**src/rtl/fixed_div.sv**
```systemverilog
// Sequential signed fixed-point divider (restoring radix-2, one quotient bit per cycle).
// Latency DW+1 cycles from accept to out_valid; one op in flight, result held until out_ready.
module fixed_div #(
   parameter int TOTAL_PREC = 27,
   parameter int FRAC_BITS  = 22
) (
   input  logic                  clk,
   input  logic                  rst,
   input  logic                  in_valid,
   output logic                  in_ready,
   input  logic [TOTAL_PREC-1:0] a,
   input  logic [TOTAL_PREC-1:0] b,
   output logic                  out_valid,
   input  logic                  out_ready,
   output logic [TOTAL_PREC-1:0] res,
   output logic                  ovf,
   output logic                  div_zero
);

   localparam int DW = TOTAL_PREC + FRAC_BITS;
   localparam int CW = $clog2(DW);

   localparam logic [DW-1:0] POS_LIM = {{(DW-TOTAL_PREC+1){1'b0}}, {(TOTAL_PREC-1){1'b1}}};
   localparam logic [DW-1:0] NEG_LIM = POS_LIM + DW'(1);
   localparam logic [TOTAL_PREC-1:0] MAX_RES = {1'b0, {(TOTAL_PREC-1){1'b1}}};
   localparam logic [TOTAL_PREC-1:0] MIN_RES = {1'b1, {(TOTAL_PREC-1){1'b0}}};

   typedef enum logic [1:0] {IDLE, CALC, FIX, DONE} state_t;

   state_t                state;
   logic [DW-1:0]         dvd;     // shifts dividend out, quotient bits in
   logic [TOTAL_PREC-1:0] dvs;
   logic [TOTAL_PREC:0]   rem;
   logic [CW-1:0]         cnt;
   logic                  sign_q;
   logic                  sign_a;
   logic                  zero_b;

   logic [TOTAL_PREC-1:0] a_mag;
   logic [TOTAL_PREC-1:0] b_mag;
   logic [TOTAL_PREC:0]   rem_sh;
   logic [TOTAL_PREC+1:0] trial;
   logic                  trial_neg;
   logic                  q_ovf;
   logic [TOTAL_PREC-1:0] q_low;

   // Unsigned magnitudes: the most negative operand maps to 2^(TOTAL_PREC-1), still representable.
   assign a_mag = a[TOTAL_PREC-1] ? -a : a;
   assign b_mag = b[TOTAL_PREC-1] ? -b : b;

   assign rem_sh    = {rem[TOTAL_PREC-1:0], dvd[DW-1]};
   assign trial     = {1'b0, rem_sh} - {2'b00, dvs};
   assign trial_neg = trial[TOTAL_PREC+1];

   assign q_ovf = sign_q ? (dvd > NEG_LIM) : (dvd > POS_LIM);
   assign q_low = dvd[TOTAL_PREC-1:0];

   assign in_ready = (state == IDLE);

   always_ff @(posedge clk) begin
      if (rst) begin
         state     <= IDLE;
         dvd       <= '0;
         dvs       <= '0;
         rem       <= '0;
         cnt       <= '0;
         sign_q    <= 1'b0;
         sign_a    <= 1'b0;
         zero_b    <= 1'b0;
         out_valid <= 1'b0;
         res       <= '0;
         ovf       <= 1'b0;
         div_zero  <= 1'b0;
      end else begin
         case (state)
            IDLE: begin
               if (in_valid) begin
                  sign_q <= a[TOTAL_PREC-1] ^ b[TOTAL_PREC-1];
                  sign_a <= a[TOTAL_PREC-1];
                  zero_b <= (b == '0);
                  dvd    <= {a_mag, {FRAC_BITS{1'b0}}};
                  dvs    <= b_mag;
                  rem    <= '0;
                  cnt    <= CW'(DW - 1);
                  state  <= CALC;
               end
            end
            CALC: begin
               // Runs the full DW iterations even for b==0 so latency never varies.
               rem <= trial_neg ? rem_sh : trial[TOTAL_PREC:0];
               dvd <= {dvd[DW-2:0], ~trial_neg};
               if (cnt == '0) begin
                  state <= FIX;
               end else begin
                  cnt <= cnt - CW'(1);
               end
            end
            FIX: begin
               if (zero_b) begin
                  res      <= sign_a ? MIN_RES : MAX_RES;
                  ovf      <= 1'b0;
                  div_zero <= 1'b1;
               end else if (q_ovf) begin
                  res      <= sign_q ? MIN_RES : MAX_RES;
                  ovf      <= 1'b1;
                  div_zero <= 1'b0;
               end else begin
                  res      <= sign_q ? -q_low : q_low;
                  ovf      <= 1'b0;
                  div_zero <= 1'b0;
               end
               out_valid <= 1'b1;
               state     <= DONE;
            end
            DONE: begin
               if (out_ready) begin
                  out_valid <= 1'b0;
                  state     <= IDLE;
               end
            end
            default: state <= IDLE;
         endcase
      end
   end

endmodule

```
**config.mk**
```make
export PLATFORM = sky130hd
export DESIGN_NAME = fixed_div
export DESIGN_NICKNAME = d
export VERILOG_FILES = /design/src/rtl/fixed_div.sv
export SDC_FILE = /design/constraint.sdc
export NUM_CORES = 1
export LEC_CHECK = 0
export CAP_MARGIN = 10
export CORE_ASPECT_RATIO = 1.4
export CORE_UTILIZATION = 30
export CTS_CLUSTER_DIAMETER = 80
export DETAILED_ROUTE_END_ITERATION = 10
export GPL_TIMING_DRIVEN = 0
export PLACE_DENSITY = 0.46
export SYNTH_ARGS = -nofsm -noshare
export SYNTH_HDL_FRONTEND = slang
export SYNTH_SLANG_ARGS = --single-unit
```
**constraint.sdc**
```tcl
create_clock -name clk -period 2.85 [get_ports clk]
set_input_delay 0.855 -clock clk [delete_from_list [all_inputs] [get_ports clk]]
set_output_delay 0.855 -clock clk [all_outputs]
set_load 0.01 [all_outputs]
```
==> results of run 1 <==
-- tightest hold or removal path: stages (launching register included) --
cell and delay (ps):
dfxtp_1 310, nand2_1 50, a21oi_1 50
-- power groups by stage --
stage | Clock (mW) | Combinational [mW] | Sequential [mW]
2_1_floorplan | 0 | 2.85 | 2.75
3_3_place_gp | 0 | 4.25 | 2.78
3_5_place_dp | 0 | 4.24 | 2.78
4_1_cts | 2.27 | 4.56 | 2.75
5_1_grt | 2.34 | 5.20 | 2.81
6_report | 2.23 | 4.72 | 2.76
-- cell usage after synthesis (5+ instances only) --
master,instances
dfxtp_1,144
nor2_1,122
nand2_1,121
nand3_1,66
a21oi_1,65
clkbuf_1,64
o21ai_0,59
xor2_1,52
inv_1,47
xnor2_1,46
ha_1,37
a211oi_1,33
a22oi_1,25
nor3_2,20
nor3_1,19
nand2b_1,18
o31ai_1,16
nor4_1,14
o211ai_1,14
o41ai_1,13
or4_1,12
o21ai_1,11
a32oi_1,10
nand4_1,10
buf_2,9
or3_1,8
mux2i_1,7
o21a_1,6
a21o_1,5
a21oi_2,5
o22ai_1,5
-- metal layers --
metal	track usage	share of wire	wire, um	up-vias
met4	0.0843	0.030	911	2
met3	0.0240	0.025	765	52
met1	0.215	0.40	12000	4137
met2	0.395	0.55	16500	157
met5	0	0.00040	12	-
li1	-	-	-	4344
-- registers in the layout (all words and copies together) (netlist names) --
signal	cells
dvd	49
dvs	27
rem	27
res	27
cnt	6
state	2
div_zero	1
out_valid	1
ovf	1
sign_a	1
sign_q	1
zero_b	1
-- worst paths after layout --
check / slack, ps / end / depth (start not counted) / from
setup / recovery: -200 / dvd[0]$_SDFFE_PP0P_ / 14 / dvd[48]$_SDFFE_PP0P_
hold / removal: 450 / dvs[25]$_SDFFE_PP0P_ / 2 / dvs[25]$_SDFFE_PP0P_
setup reg to reg: -200 / dvd[0]$_SDFFE_PP0P_ / 14 / dvd[48]$_SDFFE_PP0P_
hold reg to reg: 450 / dvs[25]$_SDFFE_PP0P_ / 2 / dvs[25]$_SDFFE_PP0P_
-- kinds of logic after synthesis --
kind of cell,Yosys count
XOR/XNOR,98
buffers and inverters,127
AO/OA/AOI/OAI,296
multiplexers,7
flip-flops,144
adder cells (fa/ha/maj),38
AND/OR/NAND/NOR,437
-- cell type report --
class / instances / share of cell area
inverters: 47 / 0.0151
clock inverters: 13 / 0.0120
plain buffers: 77 / 0.0342
multi-input cells: 876 / 0.520
well taps: 380 / 0.0408
flip-flops and latches: 144 / 0.248
repair buffers: 110 / 0.0936
clock buffers: 19 / 0.0371
-- timing repair --
action	4_1_cts	5_1_grt
pin swaps	25	31
setup buffers	14	7
cloned	2	1
resized for setup	65	72
endpoints found under the setup margin	68	65
==> results.json, run 1 <==
{
  "io_pins": 89,
  "max_stage_delay_ps": 490,
  "finalCritPeriodShare": 1.07,
  "synth_edf_count": 0,
  "p_sw_mw": 4.16,
  "cp_max_fo": 7,
  "synth_mux_area_frac": 0.00779,
  "cts.reportedPaths.clkPinSlew_ps": 70,
  "viasPerCell": 5.22,
  "drive_gt1_frac": 0.144,
  "critPathArrivalTime_ps": 3360,
  "diodes": 0,
  "synthSimpleGateAreaFrac": 0.241,
  "place_area_um2": 10300,
  "portBuffers": 86,
  "die-area_um2": 30700,
  "pwr_density_cell_nw_per_um2": 833,
  "status": "finished with violations",
  "max_slew.worst_pin.slew_ps": 896,
  "drt-initial-drc-count": 379,
  "yosys_warnings": 0,
  "hold_viol_final": 0,
  "power_frac_seq": 0.284,
  "syn_nets": 1243,
  "final_cell_mix": "dfxtp_1 (141), nor2_1 (121), nand2_1 (121)",
  "grt_pass1_wl_mm": 47.4,
  "vias": 8692,
  "final.setup.worst_slack_ps": -198,
  "htreeDepth": 4,
  "grt_max_degree": 17,
  "dominantRegCellSynth": "dfxtp_1",
  "overflow": 0,
  "synth_xor_area_frac": 0.0955,
  "fin_cells": 1666,
  "chipWidth_um": 148,
  "startpoint_type": "flip-flop",
  "final_nets": 1369,
  "final_area_um2": 11700,
  "clockPowerShare": 0.230,
  "crit_type": "reg2reg",
  "slew-limit-headroom": 0.402,
  "wl_per_cell_um": 18.1,
  "synth_area_um2": 8990,
  "crit_path_end_kind": "flip-flop",
  "dpl.hpwl_mm": 23.0,
  "maxSlewViolCount": 0,
  "fin_tns_setup_ps": -4370,
  "path_cells": "inv_2 > ha_4 > inv_2 > fa_2 > a211oi_2 > o211ai_1 > a31oi_2 > o21ba_4 > nor3_4 > or4_4 > buf_12 > buf_8 > a22oi_2 > nor2_1",
  "synth_area_leader_cell": "dfxtp_1",
  "start_util": 0.306,
  "synthArstFlopShare": 0,
  "finalWeightedCongestion": 0.804,
  "path_buf_inv": 4,
  "ys_seq_elements": 144,
  "cap_violations": 0,
  "power_mw": 9.71,
  "drt_first_pass_iters": 5,
  "synth_top_family_by_area": "simple AND/OR/NAND/NOR gates",
  "multi_input_area_um2": 6060,
  "seq_area_frac_synth": 0.321,
  "hold_class": "reg2reg",
  "crit_family": "compound AO/OA/AOI/OAI gates",
  "internal_power_mw": 5.55,
  "clock_latency_ps": 440,
  "seqCellArea_um2": 2890,
  "max_freq_mhz": 328,
  "synthAdderAreaFrac": 0.0537,
  "pwr-share-comb": 0.486,
  "clock-sinks": 144,
  "cts.path.max_buffers": 2,
  "rsz0062_at_grt": "yes",
  "cts_tree": "yes",
  "irDropWorstVdd_uv": 488,
  "avgSynthCellArea_um2": 7.84,
  "synth_top_cell_area_share": 0.321,
  "post-route-min-period_ps": 3050,
  "whs_ps": 451,
  "grt_usage": 0.201,
  "finalWirelength_mm": 30.2,
  "die_y_um": 207,
  "synth-compound-area-share": 0.224,
  "setup_viol": 28,
  "crit_top_cell": "inv_2",
  "ant_nets": 0,
  "synth.area.top_cells": "dfxtp_1 (32%), ha_1 (5.1%), nor2_1 (5.1%), xor2_1 (5.1%), nand2_1 (5.1%)",
  "grt_pass1_vias": 8605,
  "fp.coreArea_um2": 29400,
  "clock_skew_ps": 12.7,
  "area_growth_pct": 29.7,
  "power_switching_share": 0.428,
  "crit_slowest_cell": "or4_4",
  "crit_required_ps": 3160,
  "row_count": 74,
  "hold_buffers": 0,
  "fin_util": 0.397,
  "grt_antenna_before_repair": 1,
  "cts_root_buf": "clkbuf_16",
  "yosysUniqueCellTypes": 64,
  "layout_commonest_cell": "dfxtp_1",
  "preCtsSetupSlack_ps": -1170,
  "numCtsBuffers": 17,
  "syn_inst": 1147,
  "nFillCells": 3038,
  "leakagePower_nw": 4.42,
  "drcViolationCount": 0,
  "violations": "negative setup slack",
  "dp.cells": 1613
}
No activity file was read; power rests on OpenSTA's default activity.
==> run 2: changes to the inputs <==
- DONT_BUFFER_PORTS: not set -> 1
- PLACE_DENSITY: 0.46 -> 0.42
- SETUP_SLACK_MARGIN: not set -> 0.2
==> results.json, run 2 (synthesis gave the netlist of run 1 again) <==
{
  "drt_first_pass_iters": 5,
  "critPathArrivalTime_ps": 3360,
  "preCtsSetupSlack_ps": -904,
  "power_mw": 9.83,
  "fin_cells": 1590,
  "grt_pass1_wl_mm": 47.5,
  "die-area_um2": 30700,
  "overflow": 0,
  "cp_max_fo": 6,
  "crit_path_end_kind": "flip-flop",
  "hold_viol_final": 0,
  "area_growth_pct": 22.0,
  "r2r_end": "dvd[0]$_SDFFE_PP0P_",
  "cts.path.max_buffers": 2,
  "chipWidth_um": 148,
  "portBuffers": 0,
  "drive_gt1_frac": 0.164,
  "fin_tns_setup_ps": -3850,
  "cts_root_buf": "clkbuf_16",
  "violations": "negative setup slack",
  "final_cell_mix": "dfxtp_1 (140), nor2_1 (121), nand2_1 (119)",
  "r2r_slack_ps": -210,
  "grt_pass1_vias": 8357,
  "hold_path_end": "dvs[25]$_SDFFE_PP0P_",
  "rsz0062_at_grt": "yes",
  "grt_usage": 0.204,
  "drcViolationCount": 0,
  "start_util": 0.306,
  "finalWirelength_mm": 30.9,
  "final.setup.worst_slack_ps": -208,
  "htreeDepth": 4,
  "fp.coreArea_um2": 29400,
  "ff2ff_path_depth": 14,
  "pwr_density_cell_nw_per_um2": 896,
  "numCtsBuffers": 17,
  "top_register": "dvd",
  "post-route-min-period_ps": 3060,
  "cts_tree": "yes",
  "viasPerCell": 5.25,
  "finalCritPeriodShare": 1.07,
  "irDropWorstVdd_uv": 421,
  "layout_commonest_cell": "dfxtp_1",
  "min_path_cells": 2,
  "dpl.hpwl_mm": 23.3,
  "vias": 8346,
  "maxSlewViolCount": 0,
  "max_freq_mhz": 327,
  "nFillCells": 3076,
  "cts.reportedPaths.clkPinSlew_ps": 60,
  "status": "finished with violations",
  "finalWeightedCongestion": 0.798,
  "crit_required_ps": 3150,
  "largest_reg_flops": 49,
  "grt_antenna_before_repair": 0,
  "ant_nets": 0,
  "grt_max_degree": 17,
  "die_y_um": 207,
  "cap_violations": 0,
  "diodes": 0,
  "min_from": "dvs[25]$_SDFFE_PP0P_",
  "clock_latency_ps": 440,
  "setup_viol": 28,
  "leakagePower_nw": 4.03,
  "final_nets": 1293,
  "dp.cells": 1527,
  "crit_type": "reg2reg",
  "whs_ps": 468,
  "startpoint_type": "flip-flop",
  "clock-sinks": 144,
  "drt-initial-drc-count": 354,
  "hold_class": "reg2reg",
  "wl_per_cell_um": 19.4,
  "r2r-start": "dvd[48]$_SDFFE_PP0P_",
  "row_count": 74,
  "max_slew.worst_pin.slew_ps": 861,
  "io_pins": 89,
  "clock_skew_ps": 16.6,
  "slew-limit-headroom": 0.426
}
## run 2: cell count changes in the layout (fill, tap and decap cells not counted), sizes merged, moves of 2 or more
cell / delta
dlymetal6s2s: -12
buf: +10
clkdlybuf4s50: -67
dlygate4sd2: -6
clkbuf: +2
clkinv: -4
## run 2: report_power, final
part	internal (mW)	switching [mW]
Sequential	2.44	0.383
Clock	1.48	0.950
Combinational	1.73	2.84
Total	5.65	4.17
## run 2: stage by stage
step,instance area (um2),utilization
final,11000,0.374
after detailed placement,9580,0.326
after global placement,9580,0.326
after floorplan,9100,-
after global routing,11000,0.374
after CTS,10500,0.357
## run 2: what timing repair did
item                       CTS  global route
hold buffers                 0             0
cloned                       1             3
buffers inserted            14            13
pin swaps                   10            41
setup endpoints to repair   61            94
gates resized for setup     35            91
## run 2: area by class of cell
class / count / area, um2 / area share
Inverter: 47 / 176 / 0.0161
Buffer: 80 / 434 / 0.0396
Clock inverter: 11 / 154 / 0.0140
Clock buffer: 21 / 480 / 0.0438
Multi-Input combinational cell: 876 / 6050 / 0.552
Timing Repair Buffer: 31 / 308 / 0.0281
Tap cell: 380 / 475 / 0.0433
Sequential cell: 144 / 2890 / 0.263
## run 2: routing by layer
layer	GRT usage	vias to the layer above	share of wire
li1	-	4208	-
met1	0.218	3968	0.40
met2	0.391	125	0.54
met3	0.0341	45	0.029
met4	0.0810	0	0.028
met5	0	-	0
## run 2: how the worst max path moves through the flow
stage | to | slack [ps] | start | cells after the start
after floorplan | dvd[0]$_SDFFE_PP0P_ | 10 | dvd[48]$_SDFFE_PP0P_ | 14
after global placement | rem[20]$_SDFFE_PP0P_ | -880 | dvd[48]$_SDFFE_PP0P_ | 13
after detailed placement | rem[20]$_SDFFE_PP0P_ | -900 | dvd[48]$_SDFFE_PP0P_ | 13
after CTS | dvd[0]$_SDFFE_PP0P_ | -180 | dvd[48]$_SDFFE_PP0P_ | 14
after global routing | dvd[0]$_SDFFE_PP0P_ | -300 | dvd[48]$_SDFFE_PP0P_ | 14
final | dvd[0]$_SDFFE_PP0P_ | -210 | dvd[48]$_SDFFE_PP0P_ | 14
## run 2: worst max-delay path, stage by stage (launching register included)
cell      delay (ps)
dfxtp_2          330
inv_2             80
ha_4             140
inv_2             30
fa_2             370
a211oi_4         280
o211ai_1         200
a31oi_4          260
o21ba_4          190
nor3_4            50
or4_4            490
buf_8            170
buf_12           140
a22oi_2          140
nor2_1            50
==> run 3: changes to the inputs <==
- SKIP_CTS_REPAIR_TIMING: not set -> 1
==> results.json, run 3 (synthesis gave the netlist of run 1 again) <==
{
  "status": "finished with violations",
  "violations": "negative setup slack",
  "slew-limit-headroom": 0.423,
  "maxSlewViolCount": 0,
  "pwr_density_cell_nw_per_um2": 893,
  "crit_slowest_cell": "or4_4",
  "row_count": 74,
  "chipWidth_um": 148,
  "setup_viol": 27,
  "cp.depth": 14,
  "crit_family": "compound AO/OA/AOI/OAI gates",
  "numCtsBuffers": 17,
  "grt_max_degree": 17,
  "wl_met1_mm": 12.0,
  "drive_gt1_frac": 0.139,
  "largest_reg_flops": 49,
  "fp.coreArea_um2": 29400,
  "cts_tree": "yes",
  "drt-initial-drc-count": 348,
  "die-area_um2": 30700,
  "leakagePower_nw": 3.94,
  "nFillCells": 3091,
  "min_path_cells": 2,
  "top_layer_used": "met4",
  "startpoint_type": "flip-flop",
  "seqCellArea_um2": 2890,
  "max_freq_mhz": 325,
  "drcViolationCount": 0,
  "preCtsSetupSlack_ps": -904,
  "top_register": "dvd",
  "grt_usage": 0.201,
  "cts.path.max_buffers": 2,
  "wl_per_cell_um": 19.1,
  "irDropWorstVdd_uv": 419,
  "cp_max_fo": 6,
  "final_cell_mix": "dfxtp_1 (140), nor2_1 (121), nand2_1 (119)",
  "path_buf_inv": 4,
  "grt_pass1_wl_mm": 46.8,
  "ff2ff_path_depth": 14,
  "diodes": 0,
  "ant_nets": 0,
  "critPathArrivalTime_ps": 3380,
  "wl_met2_mm": 16.5,
  "power_mw": 9.52,
  "drt_first_pass_iters": 4,
  "dpl.hpwl_mm": 23.3,
  "cap_violations": 0,
  "grt_antenna_before_repair": 0,
  "cts_root_buf": "clkbuf_16",
  "crit_required_ps": 3150,
  "finalCritPeriodShare": 1.08,
  "viasPerCell": 5.23,
  "crit_type": "reg2reg",
  "r2r_end": "dvd[0]$_SDFFE_PP0P_",
  "portBuffers": 0,
  "clock_skew_ps": 15.2,
  "crit_path_end_kind": "flip-flop",
  "multi_input_area_um2": 5930,
  "io_pins": 89,
  "dr_wl_met3_um": 920,
  "final.setup.worst_slack_ps": -227,
  "area_growth_pct": 18.6,
  "crit_start": "dvd[48]$_SDFFE_PP0P_",
  "start_util": 0.306,
  "finalWirelength_mm": 30.2,
  "r2r_slack_ps": -230,
  "hold_class": "reg2reg",
  "post-route-min-period_ps": 3080,
  "overflow": 0,
  "grt_pass1_vias": 8217,
  "die_y_um": 207,
  "max_slew.worst_pin.slew_ps": 866,
  "hold_viol_final": 0,
  "clock_latency_ps": 440,
  "fin_tns_setup_ps": -5200,
  "path_cells": "inv_4 > ha_4 > inv_2 > fa_2 > a211oi_4 > o211ai_1 > a31oi_4 > o21ba_4 > nor3_4 > or4_4 > buf_8 > buf_12 > a22oi_2 > nor2_1",
  "clock-sinks": 144,
  "max_stage_delay_ps": 520,
  "r2r-start": "dvd[48]$_SDFFE_PP0P_",
  "htreeDepth": 4,
  "rsz0062_at_grt": "yes",
  "final_nets": 1280,
  "cts.reportedPaths.clkPinSlew_ps": 60,
  "layout_commonest_cell": "dfxtp_1",
  "vias": 8251,
  "finalWeightedCongestion": 0.798,
  "endpoint": "dvd[0]$_SDFFE_PP0P_"
}
run 3: cell count changes in the layout (fill, tap and decap cells not counted), moves of 6 or more:
cell	before	now
a21oi_1	52	65
a21oi_2	12	5
a21oi_4	6	0
buf_6	15	6
nand3_1	49	56
nand3_2	16	9
run 3: area by class of cell:
class,instances,area share
clock buffer,21,0.0451
tap,380,0.0446
timing repair buffer,18,0.0147
clock inverter,11,0.0144
inverter,47,0.0168
multi-input combinational,876,0.556
buffer,80,0.0380
sequential,144,0.271
run 3: worst min-delay path by stage:
stage                          from                   end  slack (ps)
2_1_floorplan   sign_a$_SDFFE_PP0P_   sign_a$_SDFFE_PP0P_         430
3_3_place_gp   dvs[25]$_SDFFE_PP0P_  dvs[25]$_SDFFE_PP0P_         440
3_5_place_dp    sign_a$_SDFFE_PP0P_   sign_a$_SDFFE_PP0P_         460
4_1_cts         sign_a$_SDFFE_PP0P_   sign_a$_SDFFE_PP0P_         470
5_1_grt        dvd[36]$_SDFFE_PP0P_  dvd[36]$_SDFFE_PP0P_         500
6_report       dvs[25]$_SDFFE_PP0P_  dvs[25]$_SDFFE_PP0P_         470
run 3: per-layer routing:
layer  global-route usage  vias up
met1                0.217     3895
li1                     -     4182
met4               0.0725        0
met2                0.387      131
met3               0.0338       43
met5                    0        -
run 3: worst register-to-register path: stages (launching register included):
cell and delay, ps:
dfxtp_2 330, inv_4 70, ha_4 140, inv_2 30, fa_2 380, a211oi_4 290, o211ai_1 210, a31oi_4 270
o21ba_4 200, nor3_4 50, or4_4 520, buf_8 160, buf_12 140, a22oi_2 110, nor2_1 50
run 3: where the power goes:
part / internal [mW] / switching, mW / leakage, nW
combinational: 1.56 / 2.72 / 2.46
sequential: 2.44 / 0.383 / 1.18
clock: 1.48 / 0.943 / 0.294
total: 5.48 / 4.04 / 3.94
run 3: stage by stage:
step	hold slack (ps)	utilization	std cells	cell area [um2]
after floorplan	431	-	1147	9100
final	466	0.363	1577	10700
after global routing	497	0.363	1577	10700
after CTS	468	0.348	1559	10200
after global placement	439	0.326	1527	9580
after detailed placement	457	0.326	1527	9580
